File: config.mk
export PLATFORM = sky130hd
export DESIGN_NAME = branch_predictor_flat
export DESIGN_NICKNAME = d
export VERILOG_FILES = /design/src/rtl/cpu_types_pkg.sv /design/src/rtl/fetch_if.sv /design/src/rtl/sat_counter2.sv /design/src/rtl/branch_predictor.sv /design/src/flat_wrapper.sv
export SDC_FILE = /design/constraint.sdc
export NUM_CORES = 2
export LEC_CHECK = 0
export ABC_AREA = 1
export BUFFER_PORTS_ARGS = -buffer_cell sky130_fd_sc_hd__clkbuf_2
export CORE_MARGIN = 5
export CORE_UTILIZATION = 40
export CTS_CLUSTER_SIZE = 14
export DETAILED_ROUTE_END_ITERATION = 16
export GPL_ROUTABILITY_DRIVEN = 0
export HOLD_SLACK_MARGIN = 0.05
export PLACE_DENSITY_LB_ADDON = 0.05
export SLEW_MARGIN = 20
export SYNTH_ARGS = -nofsm -noshare
export SYNTH_HDL_FRONTEND = slang
export SYNTH_HIERARCHICAL = 1
export SYNTH_SLANG_ARGS = --single-unit
File: constraint.sdc
create_clock -name CLK -period 9.27 [get_ports CLK]
set_input_delay 1.854 -clock CLK [delete_from_list [all_inputs] [get_ports CLK]]
set_output_delay 1.854 -clock CLK [all_outputs]
set_load 0.005 [all_outputs]
File: src/rtl/cpu_types_pkg.sv
// Shared CPU types for the fetch-side branch predictor.
// Holds the 2-bit predictor counter encoding, the table entry layout and the default table size.
// Pure declarations; no timing or flow-control behaviour of its own.
package cpu_types_pkg;

    typedef logic [31:0] word_t;

    // Default number of direct-mapped predictor entries.
    localparam int BTB_ENTRIES_DEF = 16;

    // Tag field is sized for the smallest legal table (4 entries -> 28 tag bits);
    // larger tables store their shorter tag zero-extended into this field.
    localparam int BP_TAG_W = 28;

    typedef enum logic [1:0] {
        CNT_SNT = 2'b00,   // strong not-taken
        CNT_WNT = 2'b01,   // weak not-taken
        CNT_WT  = 2'b10,   // weak taken
        CNT_ST  = 2'b11    // strong taken
    } bp_cnt_e;

    typedef struct packed {
        logic                valid;
        logic [BP_TAG_W-1:0] tag;
        logic [29:0]         target;   // word-aligned target, PC[31:2]
        bp_cnt_e             cnt;
    } btb_entry_t;

    localparam btb_entry_t BTB_ENTRY_RST = '{
        valid:  1'b0,
        tag:    '0,
        target: '0,
        cnt:    CNT_WNT
    };

    // Upper counter bit is the taken/not-taken prediction.
    function automatic logic cnt_predicts_taken(input bp_cnt_e c);
        return c[1];
    endfunction

endpackage

File: src/rtl/fetch_if.sv
// Fetch-stage bundle between the PC logic and the branch predictor.
// Ports: imemaddr (current fetch PC), psel (predict taken), pPC (predicted next PC).
// Purely combinational signals; no handshake, the predictor answers in the same cycle.
interface fetch_if;
    import cpu_types_pkg::*;

    word_t imemaddr;
    logic  psel;
    word_t pPC;

    // Predictor side: consumes the fetch PC, produces the prediction.
    modport bp (
        input  imemaddr,
        output psel,
        output pPC
    );

    // Fetch side: drives the PC, consumes the prediction.
    modport fetch (
        output imemaddr,
        input  psel,
        input  pPC
    );

endinterface

File: src/rtl/sat_counter2.sv
// 2-bit saturating counter next-state: +1 on taken, -1 on not-taken, clamped at 11 / 00.
// Latency: combinational, zero cycles.
// Backpressure: none; ports cnt_i (current), taken_i (outcome), cnt_o (next value).
module sat_counter2
    import cpu_types_pkg::*;
(
    input  bp_cnt_e cnt_i,
    input  logic    taken_i,
    output bp_cnt_e cnt_o
);

    always_comb begin
        cnt_o = cnt_i;
        if (taken_i) begin
            if (cnt_i != CNT_ST) begin
                cnt_o = bp_cnt_e'(cnt_i + 2'd1);
            end
        end else begin
            if (cnt_i != CNT_SNT) begin
                cnt_o = bp_cnt_e'(cnt_i - 2'd1);
            end
        end
    end

endmodule

File: src/rtl/branch_predictor.sv
// Direct-mapped branch target buffer with 2-bit counters, trained from the EX stage.
// Latency: lookup is combinational (zero cycles); updates become visible the cycle after the edge.
// Backpressure: none; updates are accepted every cycle regardless of fetch stalls.
// Ports: CLK, nRST (async active-low), fif (fetch_if.bp: imemaddr in, psel/pPC out),
//        update_en/update_pc/update_taken/update_target (resolved branch), flush (clear valid bits).
module branch_predictor
    import cpu_types_pkg::*;
#(
    parameter int BTB_ENTRIES = BTB_ENTRIES_DEF
) (
    input  logic  CLK,
    input  logic  nRST,
    fetch_if.bp   fif,
    input  logic  update_en,
    input  word_t update_pc,
    input  logic  update_taken,
    input  word_t update_target,
    input  logic  flush
);

    localparam int IDX = $clog2(BTB_ENTRIES);

    btb_entry_t entries_q [BTB_ENTRIES];
    btb_entry_t entries_d [BTB_ENTRIES];

    // ---------------- lookup ----------------
    logic [IDX-1:0]      l_idx;
    logic [BP_TAG_W-1:0] l_tag;
    btb_entry_t          l_entry;
    logic                l_hit;

    assign l_idx   = fif.imemaddr[IDX+1:2];
    assign l_tag   = BP_TAG_W'(fif.imemaddr[31:IDX+2]);
    assign l_entry = entries_q[l_idx];
    assign l_hit   = l_entry.valid && (l_entry.tag == l_tag);

    // Reads the registered table only, so a same-cycle update is not bypassed.
    assign fif.psel = l_hit && cnt_predicts_taken(l_entry.cnt);
    assign fif.pPC  = l_hit ? {l_entry.target, 2'b00} : (fif.imemaddr + 32'd4);

    // ---------------- update ----------------
    logic [IDX-1:0]      u_idx;
    logic [BP_TAG_W-1:0] u_tag;
    logic                u_hit;
    bp_cnt_e             u_cnt_next;

    assign u_idx = update_pc[IDX+1:2];
    assign u_tag = BP_TAG_W'(update_pc[31:IDX+2]);
    assign u_hit = entries_q[u_idx].valid && (entries_q[u_idx].tag == u_tag);

    sat_counter2 u_sat_counter2 (
        .cnt_i   (entries_q[u_idx].cnt),
        .taken_i (update_taken),
        .cnt_o   (u_cnt_next)
    );

    // Byte-offset bits of the update PC/target carry no information for word-aligned fetch.
    logic unused_lsbs;
    assign unused_lsbs = ^{update_pc[1:0], update_target[1:0]};

    always_comb begin
        entries_d = entries_q;
        if (flush) begin
            // Flush takes priority over a coincident update: nothing is allocated.
            for (int i = 0; i < BTB_ENTRIES; i++) begin
                entries_d[i].valid = 1'b0;
            end
        end else if (update_en) begin
            if (u_hit) begin
                entries_d[u_idx].cnt = u_cnt_next;
                if (update_taken) begin
                    entries_d[u_idx].target = update_target[31:2];
                end
            end else if (update_taken) begin
                // Miss on a taken branch replaces whatever aliased into this slot.
                entries_d[u_idx] = '{
                    valid:  1'b1,
                    tag:    u_tag,
                    target: update_target[31:2],
                    cnt:    CNT_WT
                };
            end
        end
    end

    always_ff @(posedge CLK or negedge nRST) begin
        if (!nRST) begin
            entries_q <= '{default: BTB_ENTRY_RST};
        end else begin
            entries_q <= entries_d;
        end
    end

endmodule

File: src/flat_wrapper.sv
// flat-port wrapper written by rule: the top's interface ports become plain ports
module branch_predictor_flat import cpu_types_pkg::*;
#(
    parameter int BTB_ENTRIES = BTB_ENTRIES_DEF
)
  (CLK, nRST, update_en, update_pc, update_taken, update_target, flush, fif_imemaddr, fif_psel, fif_pPC);
  fetch_if fif_i ();
  input  logic CLK;
  input  logic nRST;
  input  logic update_en;
  input  word_t update_pc;
  input  logic update_taken;
  input  word_t update_target;
  input  logic flush;
  input wire logic [$bits(fif_i.imemaddr)-1:0] fif_imemaddr;
  output wire logic [$bits(fif_i.psel)-1:0] fif_psel;
  output wire logic [$bits(fif_i.pPC)-1:0] fif_pPC;
  assign fif_i.imemaddr = fif_imemaddr;
  assign fif_psel = fif_i.psel;
  assign fif_pPC = fif_i.pPC;
  branch_predictor #(.BTB_ENTRIES(BTB_ENTRIES)) u_core (.CLK(CLK), .nRST(nRST), .fif(fif_i), .update_en(update_en), .update_pc(update_pc), .update_taken(update_taken), .update_target(update_target), .flush(flush));
endmodule
==> tab_implementation.tex <==
\begin{tabular}{lr}
\hline
Metric & Value \\
\hline
\multicolumn{2}{l}{\textbf{Outcome}} \\
Status & finished, final reports clean \\
\multicolumn{2}{l}{\textbf{Critical path}} \\
Master of the slowest instance on the critical path & sky130\_fd\_sc\_hd\_\_buf\_4 \\
Largest incremental delay on the critical path & 0.80 ns \\
Startpoint type of the worst setup path & primary input \\
List of cells traversed by the critical path & buf\_8, buf\_4, nor2\_1, nor2\_1, o21ai\_0, o211ai\_1, nand3\_1, nand3\_1, nand4\_1, nor2\_1, nand2\_1, nor2\_1, nand2\_2, o21ai\_0, clkbuf\_2 \\
Cell seen most often among critical-path stages & sky130\_fd\_sc\_hd\_\_nor2\_1 \\
CP Data Arrival Time & 6.17 ns \\
Reg-to-reg critical path endpoint & u\_core/entries\_q[342] \\
Setup slack of the worst register-to-register path & 5.24 ns \\
Worst-path fanout max & 73 \\
Critical path endpoint category & primary output \\
Buffers plus inverters on the worst setup path & 3 \\
Depth of the most critical reg-to-reg path & 18 \\
Family with the most delay on the worst path & simple AND/OR/NAND/NOR gates \\
Category of the critical setup timing path & in2out \\
Worst Path Required & 7.42 ns \\
Critical R2R Launch & u\_core/entries\_q[407] \\
\multicolumn{2}{l}{\textbf{Layout}} \\
Number of flip-flops in the largest register & 944 \\
Area growth from synthesis to layout & 10.4\% \\
Layout Cells excl Fill & 8213 \\
Largest register by flop count & u\_core/entries\_q \\
Share of cells above drive strength 1 & 7.23\% \\
Number of inserted filler cells in the final layout & 12600 \\
Largest registers & u\_core/entries\_q x944 \\
Nets@finish & 6587 \\
\multicolumn{2}{l}{\textbf{Timing}} \\
Final critical-path share of the clock period & 86.5\% \\
Final hold viol count & 0 \\
Worst slew slack as a fraction of its limit & 33.0\% \\
Final critical-path required period & 8.02 ns \\
Final number of setup-violating endpoints & 0 \\
Hold slack & 0.468 ns \\
Slew at the pin with the worst max-slew slack & 1.00 ns \\
Post-route setup TNS & 0 ns \\
Pins over their slew limit & 0 \\
Max Fclk & 0.125 GHz \\
Layout Skew & 0.0461 ns \\
RSZ-0062 raised after global routing & false \\
\multicolumn{2}{l}{\textbf{GRT}} \\
Global-route wire length before repair & 283000 µm \\
Global-route usage over all layers & 28.4\% \\
Global route total overflow & 0 \\
Initial antenna violation count & 9 \\
Number of global-route vias before repair & 42300 \\
Largest net degree at the start of global routing & 175 \\
\multicolumn{2}{l}{\textbf{Logic synthesis}} \\
Synthesized cell area & 0.0493 mm² \\
Distinct cells, synth & 46 \\
Mapped Nets & 6776 \\
Syn Area/Cell & 7.39 µm² \\
Seq cells post-synth & 944 \\
Warnings, synthesis & 6 \\
Sequential element share of the synthesized area & 48.0\% \\
Synthesized instance count & 6674 \\
\multicolumn{2}{l}{\textbf{Floorplan}} \\
Placeable Area & 0.122 mm² \\
Die Footprint & 0.130 mm² \\
Boundary Pins & 134 \\
DIE HEIGHT & 361 µm \\
Initial standard-cell utilization of the core & 40.3\% \\
Row count & 128 \\
Horizontal extent of the die & 361 µm \\
\multicolumn{2}{l}{\textbf{Route}} \\
Drt initial violations & 4409 \\
Post-detailed-routing wire length & 190000 µm \\
Post-route ant nets & 0 \\
Detailed-route wire length per cell & 23.1 µm \\
Average vias per placed instance & 5.50 \\
Drc violations & 0 \\
Pre-Repair DR Iteration Count & 5 \\
Via count & 45200 \\
\multicolumn{2}{l}{\textbf{Worst hold path}} \\
Classification of the worst-slack hold path & reg2reg \\
Worst Hold End & u\_core/entries\_q[610] \\
Min-delay src & u\_core/entries\_q[610] \\
Instance count along the most critical hold path & 2 \\
\multicolumn{2}{l}{\textbf{Power and ir drop}} \\
Proportion of power drawn by combinational gates & 14.7\% \\
Switching part of the total power & 29.7\% \\
IR drop worst, VDD & 0.154 mV \\
P\_leak & 0.0256 µW \\
Switching Power & 3300 µW \\
Clk pwr share & 40.8\% \\
Internal power & 7810 µW \\
Sequential power share & 44.5\% \\
Overall power of the completed layout & 11100 µW \\
Power density over the cells & 204 mW/mm² \\
\multicolumn{2}{l}{\textbf{Clock tree}} \\
Hold-fix buffer count after cts & 0 \\
Buffer levels on the longest clock path & 3 \\
Clock H-tree levels & 3 \\
Clock transition at path regs & 0.06 ns \\
Root Driver & sky130\_fd\_sc\_hd\_\_clkbuf\_16 \\
Setup Buffers After CTS & 0 \\
Clock latency reported for the late side of the worst-skew pair & 0.76 ns \\
\# resized after CTS & 0 \\
Total CTS buffers & 110 \\
Clock sink total & 944 \\
CTS tree & built \\
\multicolumn{2}{l}{\textbf{Place}} \\
PortBufs & 129 \\
Post-placement cell count & 7998 \\
DPL Wire Length & 107000 µm \\
\multicolumn{2}{l}{\textbf{Run}} \\
Number of max-capacitance violations reported & 0 \\
\hline
\end{tabular}
==> cell type report <==
type | count | area [µm²] | area share [%]
timing repair buffer | 224 | 1570 | 2.88
clock inverter | 37 | 498 | 0.915
multi-input combinational | 4915 | 22300 | 40.9
clock buffer | 172 | 3310 | 6.07
sequential | 944 | 23600 | 43.4
inverter | 290 | 1110 | 2.04
antenna | 6 | 15.0 | 0.0276
tap | 1625 | 2030 | 3.73
==> kinds of logic after synthesis <==
group	Yosys count	synth area share, %
AND/OR/NAND/NOR	2949	23.6
AO/OA/AOI/OAI	1939	20.9
flip-flops	944	48.0
buffers and inverters	815	7.04
XOR/XNOR	26	0.462
adder cells (fa/ha/maj)	1	0.0254
==> per-stage QoR <==
step                setup slack, ns  area (µm²)  utilization [%]
finish                         1.25       54400             44.6
global route                  0.877       54400             44.5
CTS                            1.29       54400             44.5
detailed placement             1.29       50600             41.4
global placement               1.33       50600             41.4
floorplan                      3.62       49300                -
==> worst max-delay path by stage <==
stage | startpoint | endpoint | slack [ns] | depth (start not counted)
after global placement | fif_imemaddr[2] | fif_pPC[12] | 1.33 | 19
after CTS | fif_imemaddr[2] | fif_pPC[12] | 1.29 | 16
final | fif_imemaddr[2] | fif_pPC[27] | 1.25 | 15
after detailed placement | fif_imemaddr[2] | fif_pPC[12] | 1.29 | 16
after floorplan | fif_imemaddr[2] | fif_pPC[2] | 3.62 | 16
after global routing | fif_imemaddr[2] | fif_pPC[24] | 0.88 | 15
==> placed cells by master, fill, tap and decap left out, drive strengths merged, types with 18 or more instances in the layout <==
master and count:
nand4 58, xor2 24, o21ai 1543, nor3 18
clkbuf 295, a21oi 166, inv 287, o211ai 44
nor2 517, clkinv 31, o22ai 82, nand3 132
nand2 2216, buf 101, dfrtp 928, o221ai 42
==> worst reg2reg max path: stages (launching register included) <==
cell,delay (ns)
sky130_fd_sc_hd__dfrtp_1,0.39
sky130_fd_sc_hd__nand2_1,0.07
sky130_fd_sc_hd__o21ai_0,0.08
sky130_fd_sc_hd__nand2_1,0.07
sky130_fd_sc_hd__nand2_1,0.06
sky130_fd_sc_hd__nand2_1,0.06
sky130_fd_sc_hd__nand2_1,0.10
sky130_fd_sc_hd__nor2_1,0.41
sky130_fd_sc_hd__nor2_1,0.22
sky130_fd_sc_hd__nor2_1,0.14
sky130_fd_sc_hd__nand2_1,0.09
sky130_fd_sc_hd__nor2_1,0.09
sky130_fd_sc_hd__nand2_1,0.15
sky130_fd_sc_hd__nor2_1,0.15
sky130_fd_sc_hd__nand2_2,0.32
sky130_fd_sc_hd__buf_4,0.40
sky130_fd_sc_hd__nand3_4,0.09
sky130_fd_sc_hd__buf_4,0.72
sky130_fd_sc_hd__o21ai_0,0.22
==> power by group through the flow <==
stage / Sequential [µW] / Combinational, µW / Clock, µW
after CTS: 4940 / 1640 / 4640
final: 4950 / 1630 / 4540
after detailed placement: 5010 / 1630 / 0
after global routing: 5020 / 1870 / 4810
after floorplan: 4940 / 1100 / 0
after global placement: 5000 / 1610 / 0
==> cell usage after synthesis, drive strengths merged <==
| master | n | area share, % |
|---|---|---|
| nand2 | 2216 | 17 |
| o21ai | 1543 | 16 |
| dfrtp | 928 | 47 |
| nor2 | 517 | 4.0 |
| clkbuf | 296 | 2.3 |
| inv | 287 | 2.2 |
| buf | 229 | 2.6 |
| a21oi | 166 | 1.7 |
| nand3 | 132 | 1.6 |
| o22ai | 82 | 1.0 |
| nand4 | 58 | 0.74 |
| o211ai | 44 | 0.67 |
| o221ai | 42 | 0.75 |
| xor2 | 24 | 0.43 |
| nor3 | 18 | 0.22 |
| a22oi | 17 | 0.26 |
| dfstp | 16 | 0.85 |
| a32o | 14 | 0.28 |
| a221oi | 13 | 0.23 |
| o211a | 8 | 0.16 |
| a31oi | 4 | 0.051 |
| a21o | 3 | 0.046 |
| clkinv | 3 | 0.023 |
| nand3b | 2 | 0.030 |
| nor4 | 2 | 0.086 |
| or4 | 2 | 0.030 |
| xnor2 | 2 | 0.036 |
| a2bb2oi | 1 | 0.018 |
| and3 | 1 | 0.013 |
| ha | 1 | 0.025 |
| nor3b | 1 | 0.015 |
| o21bai | 1 | 0.023 |
| o311ai | 1 | 0.018 |
==> routing by layer <==
layer	vias to the layer above	global-route usage (%)	routed length [µm]
met3	324	3.78	11200
met4	4	9.53	7220
li1	21600	-	-
met5	-	0	28
met2	1471	46.0	87100
met1	21800	39.6	84000
(Power assumes the default switching activity.)
